`src/rtl/fetch_sequencer.sv`:
```
// Instruction fetch sequencer: one outstanding imem request, decode handoff and EX redirects.
// Optional perf counters are enabled with FETCH_SEQ_PERF_EN.
module fetch_sequencer (
  input  logic        i_clk,
  input  logic        i_rst,
  input  logic [31:0] i_pc,
  input  logic        i_br_taken,
  input  logic [31:0] i_br_target,
  input  logic        i_hz_stall,
  input  logic        i_dec_ready,
  input  logic        i_imem_gnt,
  input  logic        i_imem_rvalid,
  input  logic [31:0] i_imem_rdata,
  output logic        o_imem_req,
  output logic [31:0] o_imem_addr,
  output logic [31:0] o_instr,
  output logic [31:0] o_instr_pc,
  output logic        o_instr_valid,
  output logic        o_stall_f,
  output logic        o_br_sel,
  output logic [31:0] o_pc_bru,
  output logic        o_flush_d
`ifdef FETCH_SEQ_PERF_EN
  ,
  output logic [31:0] o_stall_cnt,
  output logic [31:0] o_redir_cnt
`endif
);

  localparam logic [1:0] ST_IDLE = 2'd0;
  localparam logic [1:0] ST_REQ  = 2'd1;
  localparam logic [1:0] ST_WAIT = 2'd2;
  localparam logic [1:0] ST_HOLD = 2'd3;

  logic [1:0]  state_q, state_d;
  logic [31:0] fetch_pc_q, fetch_pc_d;
  logic [31:0] instr_q, instr_d;
  logic        squash_q, squash_d;
  logic        redir_s;
  logic        hand_s;

  // A redirect seen while reset is held must not leak onto the PC controls.
  assign redir_s = i_br_taken & i_rst;
  assign hand_s  = i_dec_ready & ~i_hz_stall;

  // Next-state and output decode; redirect overrides everything else.
  always_comb begin
    state_d       = state_q;
    fetch_pc_d    = fetch_pc_q;
    instr_d       = instr_q;
    squash_d      = squash_q;
    o_imem_req    = 1'b0;
    o_imem_addr   = 32'd0;
    o_instr       = instr_q;
    o_instr_pc    = fetch_pc_q;
    o_instr_valid = 1'b0;
    o_stall_f     = 1'b1;
    o_br_sel      = 1'b0;
    o_pc_bru      = 32'd0;
    o_flush_d     = 1'b0;
    case (state_q)
      ST_IDLE: state_d = ST_REQ;
      ST_REQ: begin
        // Request is withheld on a redirect so no stale grant can be issued.
        if (redir_s) begin
          state_d = ST_REQ;
        end else begin
          o_imem_req  = 1'b1;
          o_imem_addr = i_pc;
          if (i_imem_gnt) begin
            fetch_pc_d = i_pc;
            state_d    = ST_WAIT;
          end else begin
            state_d = ST_REQ;
          end
        end
      end
      ST_WAIT: begin
        if (i_imem_rvalid) begin
          if (squash_q || redir_s) begin
            squash_d = 1'b0;
            state_d  = ST_REQ;
          end else begin
            instr_d = i_imem_rdata;
            if (hand_s) begin
              o_instr       = i_imem_rdata;
              o_instr_valid = 1'b1;
              o_stall_f     = 1'b0;
              state_d       = ST_REQ;
            end else begin
              state_d = ST_HOLD;
            end
          end
        end else if (redir_s) begin
          squash_d = 1'b1;
        end else begin
          squash_d = squash_q;
        end
      end
      ST_HOLD: begin
        if (redir_s) begin
          state_d = ST_REQ;
        end else begin
          o_instr_valid = 1'b1;
          if (hand_s) begin
            o_stall_f = 1'b0;
            state_d   = ST_REQ;
          end else begin
            state_d = ST_HOLD;
          end
        end
      end
      default: state_d = ST_IDLE;
    endcase
    if (redir_s) begin
      o_br_sel  = 1'b1;
      o_stall_f = 1'b0;
      o_pc_bru  = i_br_target;
      o_flush_d = 1'b1;
    end else begin
      o_br_sel = 1'b0;
    end
  end

  // State, fetch PC, held word and squash flag registers.
  always_ff @(posedge i_clk or negedge i_rst) begin
    if (!i_rst) begin
      state_q    <= ST_IDLE;
      fetch_pc_q <= 32'd0;
      instr_q    <= 32'd0;
      squash_q   <= 1'b0;
    end else begin
      state_q    <= state_d;
      fetch_pc_q <= fetch_pc_d;
      instr_q    <= instr_d;
      squash_q   <= squash_d;
    end
  end

`ifdef FETCH_SEQ_PERF_EN
  logic [31:0] stall_cnt_q;
  logic [31:0] redir_cnt_q;

  // Free-running wrap-around performance counters.
  always_ff @(posedge i_clk or negedge i_rst) begin
    if (!i_rst) begin
      stall_cnt_q <= 32'd0;
      redir_cnt_q <= 32'd0;
    end else begin
      if (o_stall_f && (state_q != ST_IDLE)) begin
        stall_cnt_q <= stall_cnt_q + 32'd1;
      end
      if (redir_s) begin
        redir_cnt_q <= redir_cnt_q + 32'd1;
      end
    end
  end

  assign o_stall_cnt = stall_cnt_q;
  assign o_redir_cnt = redir_cnt_q;
`endif

endmodule

```
`config.mk`:
```
export PLATFORM = sky130hd
export DESIGN_NAME = fetch_sequencer
export DESIGN_NICKNAME = d
export VERILOG_FILES = /design/src/rtl/fetch_sequencer.sv
export SDC_FILE = /design/constraint.sdc
export NUM_CORES = 1
export LEC_CHECK = 0
export ABC_AREA = 1
export CORE_MARGIN = 2
export CORE_UTILIZATION = 30
export DETAILED_ROUTE_END_ITERATION = 16
export DONT_BUFFER_PORTS = 1
export GPL_TIMING_DRIVEN = 0
export HOLD_SLACK_MARGIN = 0.03
export PLACE_DENSITY = 0.52
export SETUP_SLACK_MARGIN = 0.05
export SYNTH_ARGS = -nofsm -noshare
export SYNTH_HDL_FRONTEND = slang
export SYNTH_SLANG_ARGS = --single-unit
```
`constraint.sdc`:
```
create_clock -name i_clk -period 2 [get_ports i_clk]
set_clock_uncertainty 0.2 [all_clocks]
set_input_delay 0.3 -clock i_clk [delete_from_list [all_inputs] [get_ports i_clk]]
set_output_delay 0.3 -clock i_clk [all_outputs]
set_load 0.05 [all_outputs]
```
==> results of run 1 <==
## worst max-delay path, delay by kind of cell
| family | cells | cell delay, ns |
|---|---|---|
| AOI/OAI and AO/OA | 1 | 0.47 |
| buffers and inverters | 2 | 0.61 |
| and+or+nand+nor | 1 | 0.23 |
## timing repair
action                                 4_1_cts  5_1_grt
buffers inserted                            11        2
cloned                                       7        3
setup endpoints to repair                   93       93
pin swaps                                   51       22
endpoints found under the hold margin      133       67
gates resized for setup                    182       72
## cells in the mapped netlist (all sizes together)
master	count	share of area, %
a21oi	1	0.13
clkbuf	16	1.6
nor3	1	0.13
dfrtp	67	45
nand2	231	23
clkinv	1	0.10
buf	24	4.4
o21a	1	0.20
o21ai	66	8.8
nand3	35	4.8
nor2	69	7.5
inv	38	3.8
nand4	2	0.33
## final cells by class
cell class                 count  area [um2]  share of cell area (%)
multi-input combinational    406        2635                   41.21
sequential                    67        1678                   26.24
timing repair buffer          88       978.4                   15.30
buffer                        40       361.6                   5.656
clock buffer                  12       256.5                   4.012
tap                          168       210.2                   3.288
inverter                      39       153.9                   2.407
clock inverter                 4       120.1                   1.879
## logic make-up (layout without fill, tap and decap cells)
logic type | count (synthesis) | after routing | share of synthesized area (%)
AND/OR/NAND/NOR | 338 | 338 | 36.20
buffers and inverters | 79 | 183 | 9.943
AO/OA/AOI/OAI | 68 | 68 | 9.142
flip-flops | 67 | 67 | 44.71
## layer usage
layer	global-route usage, %	wire (um)	up-vias	share of wire [%]
met2	35.13	7460	169	50
met4	7.937	340	0	2.3
li1	-	-	1910	-
met3	7.479	1121	25	7.5
met1	26.77	6063	2023	40
met5	0	0	-	0
## path summary, 6_finish.rpt
check | from | endpoint | slack [ns]
max in group asynchronous | i_rst | instr_q[28]$_DFFE_PN0P_ | 2.01
worst min register to register | instr_q[22]$_DFFE_PN0P_ | instr_q[22]$_DFFE_PN0P_ | 0.30
worst min-delay path | i_rst | o_instr_pc[15]$_DFFE_PN0P_ | -0.54
worst max-delay path | i_rst | o_instr_valid | -0.16
worst max register to register | state_q[1]$_DFFE_PN0P_ | o_instr_pc[23]$_DFFE_PN0P_ | 0.26
min in group i_clk | i_imem_gnt | o_instr_pc[0]$_DFFE_PN0P_ | 0.11
## sequential cells by signal, indices dropped and copies added (netlist names)
name,count
o_instr_pc,32
state_q,2
instr_q,32
squash_q,1
## power groups by stage
| stage | clock network (mW) | logic [mW] | registers [mW] |
|---|---|---|---|
| floorplan | 0 | 3.22 | 3.28 |
| global placement | 0 | 3.55 | 3.42 |
| detailed placement | 0 | 3.61 | 3.42 |
| CTS | 2.05 | 5.06 | 3.41 |
| global route | 2.10 | 5.59 | 3.50 |
| finish | 2.01 | 5.29 | 3.45 |
==> results.py, run 1 <==
metrics = {
    "power": {
        "power_mw": 10.75,
        "seqPwrFrac_pct": 32.1,
        "p_sw_mw": 5.761,
        "swShare_pct": 53.59,
        "p_comb_share_pct": 49.3,
        "peakVddDrop_mv": 1.166,
        "power_density_mw_per_mm2": 1681,
        "p_int_mw": 4.989,
        "p_clk_share_pct": 18.7,
        "leakage_nw": 2.919,
    },
    "synth": {
        "synth_cell_types": 22,
        "syn_inst": 552,
        "ys_warn_count": 0,
        "syn_nets": 655,
        "avgSynthCellArea_um2": 6.793,
        "synth_area_mm2": 0.003750,
        "ys_ff_latch": 67,
        "ys_seq_area_share_pct": 44.71,
    },
    "floorplan": {
        "core_area_mm2": 0.01211,
        "die_x_um": 115.8,
        "dieArea_mm2": 0.01341,
        "die_y_um": 115.8,
        "start_util_pct": 30.96,
        "num_rows": 40,
        "ios": 236,
    },
    "global_route": {
        "grt_max_degree": 69,
        "antenna_found_initial": 0,
        "grt_pass1_wl_um": 22220,
        "first_global_vias": 4173,
        "gr-usage-all-layers_pct": 21.64,
        "gr-total-overflow": 0,
    },
    "sta": {
        "final-setup-viol-count": 67,
        "fin_crit_sh_pct": 108.0,
        "slew_headroom_pct": 53.58,
        "drv_slew": 0,
        "finalHoldViolCount": 67,
        "setup_ws_ns": -0.1598,
        "rsz0062_at_grt": "true",
        "fin_hold_ws_ns": -0.5418,
        "fmax_mhz": 463.0,
        "worstMarginPinSlew_ns": 0.6963,
        "tns_ns": -5.160,
        "period_minus_slack_ns": 2.160,
    },
    "critical_path": {
        "r2r_cells": 7,
        "path_max_fanout": 68,
        "cp-start-kind": "primary input",
        "cp_slowest_cell": "o21ai_4",
        "required_ns": 1.50,
        "endpoint_kind": "output pin",
        "arrival_ns": 1.66,
        "crit_path_max_incr_delay_ns": 0.47,
        "setup.worst_path.class": "primary input to output pin",
        "path_cells": "nand2_2 -> clkbuf_4 -> clkinvlp_4 -> o21ai_4",
    },
    "placed_design": {
        "placed_cell_area_mm2": 0.004044,
        "place_inst": 720,
        "portBuffers": 0,
        "hpwl_um": 9323,
        "gp_congestion": 0.9344,
        "dp_slack_ns": -0.4955,
    },
    "clock_tree": {
        "clock_tree.buffer_depth": 2,
        "cts_tree": "done",
        "clock_latency_ns": 0.34,
        "htreeDepth": 3,
        "hold_buffers": 65,
        "cts_buffers": 9,
        "clkTransAtPathRegs_ns": 0.05,
        "cts_sinks": 67,
        "cts-root-buf": "clkbuf_16",
    },
    "drt": {
        "ant_nets": 0,
        "vias": 4127,
        "drt-total-wl_um": 14990,
        "drc": 0,
        "via_per_inst": 5.008,
        "first_iter_violations": 258,
        "drt_pass1_iterations": 5,
        "wl_per_cell_um": 18.19,
    },
    "finish": {
        "n_antenna_cell": 0,
        "post-route-util_pct": 52.79,
        "fin_cells": 824,
        "num-nets-final": 754,
        "layout_commonest_cell": "nand2_1",
        "drive_above_1_share_pct": 32.16,
        "n_fill_cell": 1106,
        "area_growth_pct": 70.50,
        "layout_common_cells": "185 x nand2_1, 66 x dfrtp_1, 65 x dlygate4sd3_1",
        "final_cell_area_mm2": 0.006394,
    },
    "run_status": {
        "violations": "hold timing, setup timing",
        "status": "complete, but fails checks",
    },
    "min_path": {
        "hold_path.class": "primary input to asynchronous set/reset pin",
    },
    "flow_run": {
        "drv_cap": 0,
    },
}
Note: power is estimated with default switching activity, not from simulation.
==> inputs of run 2 (changes only) <==
--- a/config.mk
+++ b/config.mk
@@ -12,7 +12,6 @@
 export DONT_BUFFER_PORTS = 1
 export GPL_TIMING_DRIVEN = 0
 export HOLD_SLACK_MARGIN = 0.03
-export PLACE_DENSITY = 0.52
 export SETUP_SLACK_MARGIN = 0.05
 export SYNTH_ARGS = -nofsm -noshare
 export SYNTH_HDL_FRONTEND = slang
==> run 2 against run 1 <==
  * The run still ends with hold timing, setup timing left
  * Critical endpoint is now o_instr[10]
  * First-iteration DRC count shrank 5.4%
  * Global-route usage grew 0.15 points
  * Cell area down 2.3%
  * Clock power is 7% lower
  * Non-clock buffer count rose by 1
  * Via count grew 4.4%
  * Sequential cell count did not move
  * Cell count increased by 0.24%
  * Highest routed layer unchanged
  * Register-to-register slack got worse by 0.05 ns
  * Setup slack worse by 0.020 ns
==> results.py, run 2 (synthesis results as in run 1) <==
metrics = {
    "run_status": {
        "status": "complete, but fails checks",
        "violations": "hold timing, setup timing",
    },
    "drt": {
        "drt_pass1_iterations": 7,
        "ant_nets": 0,
        "via_per_inst": 5.218,
        "first_iter_violations": 244,
        "drc": 0,
        "vias": 4310,
        "drt-total-wl_um": 15210,
        "wl_per_cell_um": 18.41,
    },
    "critical_path": {
        "r2r_cells": 9,
        "path_max_fanout": 6,
        "arrival_ns": 1.68,
        "required_ns": 1.50,
        "r2r_slack_ns": 0.21,
        "cp-start-kind": "flop",
        "rr_endpoint": "o_instr_pc[6]$_DFFE_PN0P_",
        "endpoint_kind": "output pin",
        "setup.worst_path.class": "flop to output pin",
        "r2r_start": "state_q[1]$_DFFE_PN0P_",
    },
    "finish": {
        "n_fill_cell": 1096,
        "num-nets-final": 755,
        "fin_cells": 826,
        "layout_common_cells": "188 x nand2_1, 65 x dlygate4sd3_1, 65 x dfrtp_1",
        "final_cell_area_mm2": 0.006248,
        "area_growth_pct": 66.63,
        "drive_above_1_share_pct": 31.81,
        "layout_commonest_cell": "nand2_1",
    },
    "power": {
        "peakVddDrop_mv": 0.8571,
        "power_density_mw_per_mm2": 1672,
        "leakage_nw": 2.865,
    },
    "placed_design": {
        "hpwl_um": 9045,
        "place_inst": 720,
        "portBuffers": 0,
        "dp_slack_ns": -0.5556,
        "placed_cell_area_mm2": 0.004044,
        "gp_congestion": 0.7979,
    },
    "floorplan": {
        "die_x_um": 115.8,
        "die_y_um": 115.8,
        "dieArea_mm2": 0.01341,
        "num_rows": 40,
        "core_area_mm2": 0.01211,
        "ios": 236,
        "start_util_pct": 30.96,
    },
    "clock_tree": {
        "clock_latency_ns": 0.32,
        "hold_buffers": 65,
        "cts-root-buf": "clkbuf_16",
        "clock_tree.buffer_depth": 2,
        "cts_tree": "done",
        "cts_sinks": 67,
        "cts_buffers": 9,
        "clkTransAtPathRegs_ns": 0.06,
        "htreeDepth": 3,
    },
    "sta": {
        "final-setup-viol-count": 61,
        "slew_headroom_pct": 54.72,
        "rsz0062_at_grt": "true",
        "fmax_mhz": 458.8,
        "worstMarginPinSlew_ns": 0.6792,
        "fin_hold_ws_ns": -0.5376,
        "period_minus_slack_ns": 2.180,
        "drv_slew": 0,
        "setup_ws_ns": -0.1798,
        "finalHoldViolCount": 67,
        "fin_crit_sh_pct": 109.0,
    },
    "global_route": {
        "grt_max_degree": 69,
        "gr-total-overflow": 0,
        "antenna_found_initial": 1,
        "first_global_vias": 4246,
        "gr-usage-all-layers_pct": 21.80,
        "grt_pass1_wl_um": 22570,
    },
    "flow_run": {
        "drv_cap": 0,
    },
    "min_path": {
        "hold_path.class": "primary input to asynchronous set/reset pin",
    },
}
-- run 2: worst max-delay path by stage --
stage | cells past startpoint | startpoint | slack, ns | end
floorplan | 4 | i_br_taken | -0.14 | o_instr_valid
global placement | 4 | i_rst | -0.55 | o_instr_valid
detailed placement | 4 | i_rst | -0.56 | o_instr_valid
CTS | 7 | state_q[0]$_DFFE_PN0P_ | -0.15 | o_instr[20]
global route | 5 | i_hz_stall | -0.25 | o_stall_f
finish | 7 | squash_q$_DFFE_PN0P_ | -0.18 | o_instr[10]
-- run 2: power breakdown --
group	switching, mW	leakage [nW]	internal, mW
logic	3.68	1.86	1.48
registers	1.49	0.838	1.94
clock network	0.613	0.169	1.25
total	5.78	2.86	4.67
-- run 2: cell type report --
class | instances | area, um2 | share of cell area, %
diodes | 1 | 2.502 | 0.04005
well taps | 168 | 210.2 | 3.364
clock buffers | 10 | 239.0 | 3.825
repair buffers | 90 | 949.7 | 15.20
clock inverters | 6 | 111.4 | 1.782
plain buffers | 39 | 327.8 | 5.246
multi-input cells | 406 | 2575 | 41.21
inverters | 39 | 153.9 | 2.463
flip-flops and latches | 67 | 1679 | 26.87
-- run 2: per-layer routing --
layer  track usage [%]  vias to the layer above  routed length, um
li1                  -                     1912                  -
met1             26.75                     2167               6005
met2             37.15                      192               7861
met3             4.759                       39                867
met4             9.048                        0                473
met5                 0                        -                  0
-- run 2: what timing repair did --
action | CTS | global route
hold endpoints to repair | 133 | 67
endpoints found under the setup margin | 85 | 87
cloned | 5 | 2
gates resized for setup | 188 | 47
setup buffers | 13 | 8
pin swaps | 56 | 32
-- run 2: through the flow --
step	util, %	total power, mW	setup TNS, ns
after floorplan	-	6.504	-0.1394
after detailed placement	33.39	7.044	-8.366
final	51.59	10.45	-5.052
after global routing	51.59	10.89	-8.727
after CTS	49.43	10.41	-5.601
after global placement	33.39	6.971	-7.438
-- run 2: worst max-delay path, stage by stage, from the launching register on --
cell and delay [ns]:
dfrtp_1 0.38, inv_2 0.09, nand2_4 0.07, nor2_4 0.20, buf_8 0.18, buf_12 0.13
nand3_2 0.11, nand2_4 0.19
==> inputs of run 3 (changes only) <==
--- a/config.mk
+++ b/config.mk
@@ -6,13 +6,14 @@
 export NUM_CORES = 1
 export LEC_CHECK = 0
 export ABC_AREA = 1
-export CORE_MARGIN = 2
+export CORE_MARGIN = 5
 export CORE_UTILIZATION = 30
 export DETAILED_ROUTE_END_ITERATION = 16
 export DONT_BUFFER_PORTS = 1
 export GPL_TIMING_DRIVEN = 0
 export HOLD_SLACK_MARGIN = 0.03
 export SETUP_SLACK_MARGIN = 0.05
+export SLEW_MARGIN = 20
 export SYNTH_ARGS = -nofsm -noshare
 export SYNTH_HDL_FRONTEND = slang
 export SYNTH_SLANG_ARGS = --single-unit
==> run 3 against run 2 <==
  * The flow still finishes with violations (hold timing, setup timing)
  * Power decreased by 0.94%
  * Clock power decreased by 15%
  * Global-route usage decreased by 1.8 points
  * Combinational power increased by 3%
  * Clock-buffer cell count increased by 3
  * Cell count increased by 0.48%
  * Via count decreased by 0.46%
  * Worst hold slack got worse by 0.0038 ns
  * First-iteration DRC count increased by 21%
  * Sequential cell count unchanged
  * Setup slack got worse by 0.0089 ns
  * Largest cell class unchanged
  * Largest power group unchanged
==> results.py, run 3 (synthesis results as in run 1) <==
metrics = {
    "critical_path": {
        "crit_path_max_incr_delay_ns": 0.41,
        "path_max_fanout": 6,
        "cp-start-kind": "flop",
        "endpoint_kind": "output pin",
        "required_ns": 1.50,
        "arrival_ns": 1.69,
        "setup.worst_path.class": "flop to output pin",
        "path_buf_inv": 3,
        "cp_slowest_cell": "dfrtp_2",
        "path_cells": "inv_2 -> nand3_4 -> nor2_4 -> buf_8 -> clkbuf_16 -> nand3_2 -> nand2_4",
        "critical_path.top_delay_family": "simple AND/OR/NAND/NOR gates",
    },
    "run_status": {
        "status": "complete, but fails checks",
        "violations": "hold timing, setup timing",
    },
    "clock_tree": {
        "cts_sinks": 67,
        "cts_buffers": 9,
        "cts_tree": "done",
        "clock_latency_ns": 0.34,
        "hold_buffers": 65,
        "cts-root-buf": "clkbuf_16",
        "htreeDepth": 3,
        "clkTransAtPathRegs_ns": 0.06,
        "clock_tree.buffer_depth": 2,
    },
    "floorplan": {
        "num_rows": 40,
        "core_area_mm2": 0.01211,
        "ios": 236,
        "die_y_um": 121.8,
        "start_util_pct": 30.96,
        "dieArea_mm2": 0.01484,
        "die_x_um": 121.8,
    },
    "finish": {
        "layout_commonest_cell": "nand2_1",
        "layout_common_cells": "187 x nand2_1, 65 x dlygate4sd3_1, 65 x dfrtp_1",
        "drive_above_1_share_pct": 32.78,
        "n_fill_cell": 1095,
        "final_cell_area_mm2": 0.006264,
        "n_antenna_cell": 0,
        "num-nets-final": 761,
        "area_growth_pct": 67.03,
    },
    "sta": {
        "period_minus_slack_ns": 2.189,
        "finalHoldViolCount": 67,
        "fin_crit_sh_pct": 109.4,
        "worstMarginPinSlew_ns": 0.7037,
        "fin_hold_ws_ns": -0.5414,
        "drv_slew": 0,
        "final-setup-viol-count": 67,
        "slew_headroom_pct": 53.09,
        "rsz0062_at_grt": "true",
        "setup_ws_ns": -0.1888,
        "fmax_mhz": 456.9,
        "tns_ns": -8.368,
    },
    "global_route": {
        "antenna_found_initial": 0,
        "gr-total-overflow": 0,
        "grt_max_degree": 69,
        "gr-usage-all-layers_pct": 20.03,
        "grt_pass1_wl_um": 23220,
        "first_global_vias": 4421,
    },
    "placed_design": {
        "hpwl_um": 9722,
        "gp_congestion": 0.9012,
        "placed_cell_area_mm2": 0.004044,
        "portBuffers": 0,
    },
    "power": {
        "power_mw": 10.35,
        "leakage_nw": 2.877,
        "power_density_mw_per_mm2": 1653,
        "peakVddDrop_mv": 0.8455,
    },
    "drt": {
        "ant_nets": 0,
        "vias": 4290,
        "via_per_inst": 5.169,
        "drc": 0,
        "first_iter_violations": 296,
        "drt-total-wl_um": 15880,
        "wl_per_cell_um": 19.13,
        "drt_pass1_iterations": 4,
    },
    "flow_run": {
        "drv_cap": 0,
    },
    "min_path": {
        "hold_path.class": "primary input to asynchronous set/reset pin",
    },
}
## run 3: cell types whose count changed in the layout (fill, tap and decap cells not counted), sizes merged
cell	before	now
diode	1	0
bufinv	3	1
clkbuf	27	31
clkinv	2	1
inv	37	36
buf	47	52
## run 3: layer usage
layer	share of wire (%)	vias to the layer above	track usage [%]
met5	0	-	0
met3	6.8	46	4.457
met4	4.3	0	10.22
met1	37	2113	23.72
met2	52	210	34.05
li1	-	1921	-
## run 3: layout make-up
class                   instances  area (um2)  share of cell area, %
well taps                     168       210.2                  3.356
inverters                      39       160.2                  2.557
multi-input cells             406        2570                  41.03
clock inverters                 2       35.03                 0.5593
clock buffers                  13       260.3                  4.155
flip-flops and latches         67        1679                  26.81
repair buffers                 95       991.0                  15.82
plain buffers                  40       357.8                  5.713
## run 3: power breakdown
group | total [mW] | internal (mW) | switching, mW | leakage, nW
clock | 1.59 | 1.02 | 0.568 | 0.146
sequential | 3.43 | 1.94 | 1.49 | 0.838
combinational | 5.33 | 1.59 | 3.74 | 1.89
total | 10.4 | 4.55 | 5.80 | 2.88
## run 3: worst reg2reg max path, delay by kind of cell (launching register included)
| kind | cells | cell delay (ns) |
|---|---|---|
| AO/OA/AOI/OAI | 1 | 0.19 |
| buffers and inverters | 6 | 0.82 |
| flip-flops | 1 | 0.43 |
| AND/OR/NAND/NOR | 2 | 0.13 |
## run 3: path summary, 6_finish.rpt
path | startpoint | slack [ns] | cells after the start | to
max | state_q[0]$_DFFE_PN0P_ | -0.19 | 7 | o_instr[8]
min | i_rst | -0.54 | 0 | o_instr_pc[14]$_DFFE_PN0P_
max reg2reg | state_q[1]$_DFFE_PN0P_ | 0.11 | 9 | o_instr_pc[14]$_DFFE_PN0P_
min reg2reg | instr_q[21]$_DFFE_PN0P_ | 0.30 | 2 | instr_q[21]$_DFFE_PN0P_
max in group asynchronous | i_rst | 2.02 | 0 | o_instr_pc[25]$_DFFE_PN0P_
min in group i_clk | i_imem_gnt | 0.11 | 3 | o_instr_pc[0]$_DFFE_PN0P_
## run 3: timing repair
action                                  CTS  global route
resized for setup                       185            59
pin swaps                                59            19
endpoints found under the setup margin   80            96
gates cloned                              5             2
hold endpoints to repair                133            67
buffers inserted                         14            10
## run 3: through the flow
stage / utilization (%) / worst slack, ns / hold WS [ns] / cells
2_1_floorplan: - / -0.1394 / -0.1956 / 552
3_3_place_gp: 33.39 / -0.5639 / -0.1941 / 720
3_5_place_dp: 33.39 / -0.5351 / -0.1940 / 720
4_1_cts: 49.09 / -0.1707 / -0.5631 / 819
5_1_grt: 51.71 / -0.2595 / -0.5597 / 830
6_report: 51.71 / -0.1888 / -0.5414 / 830
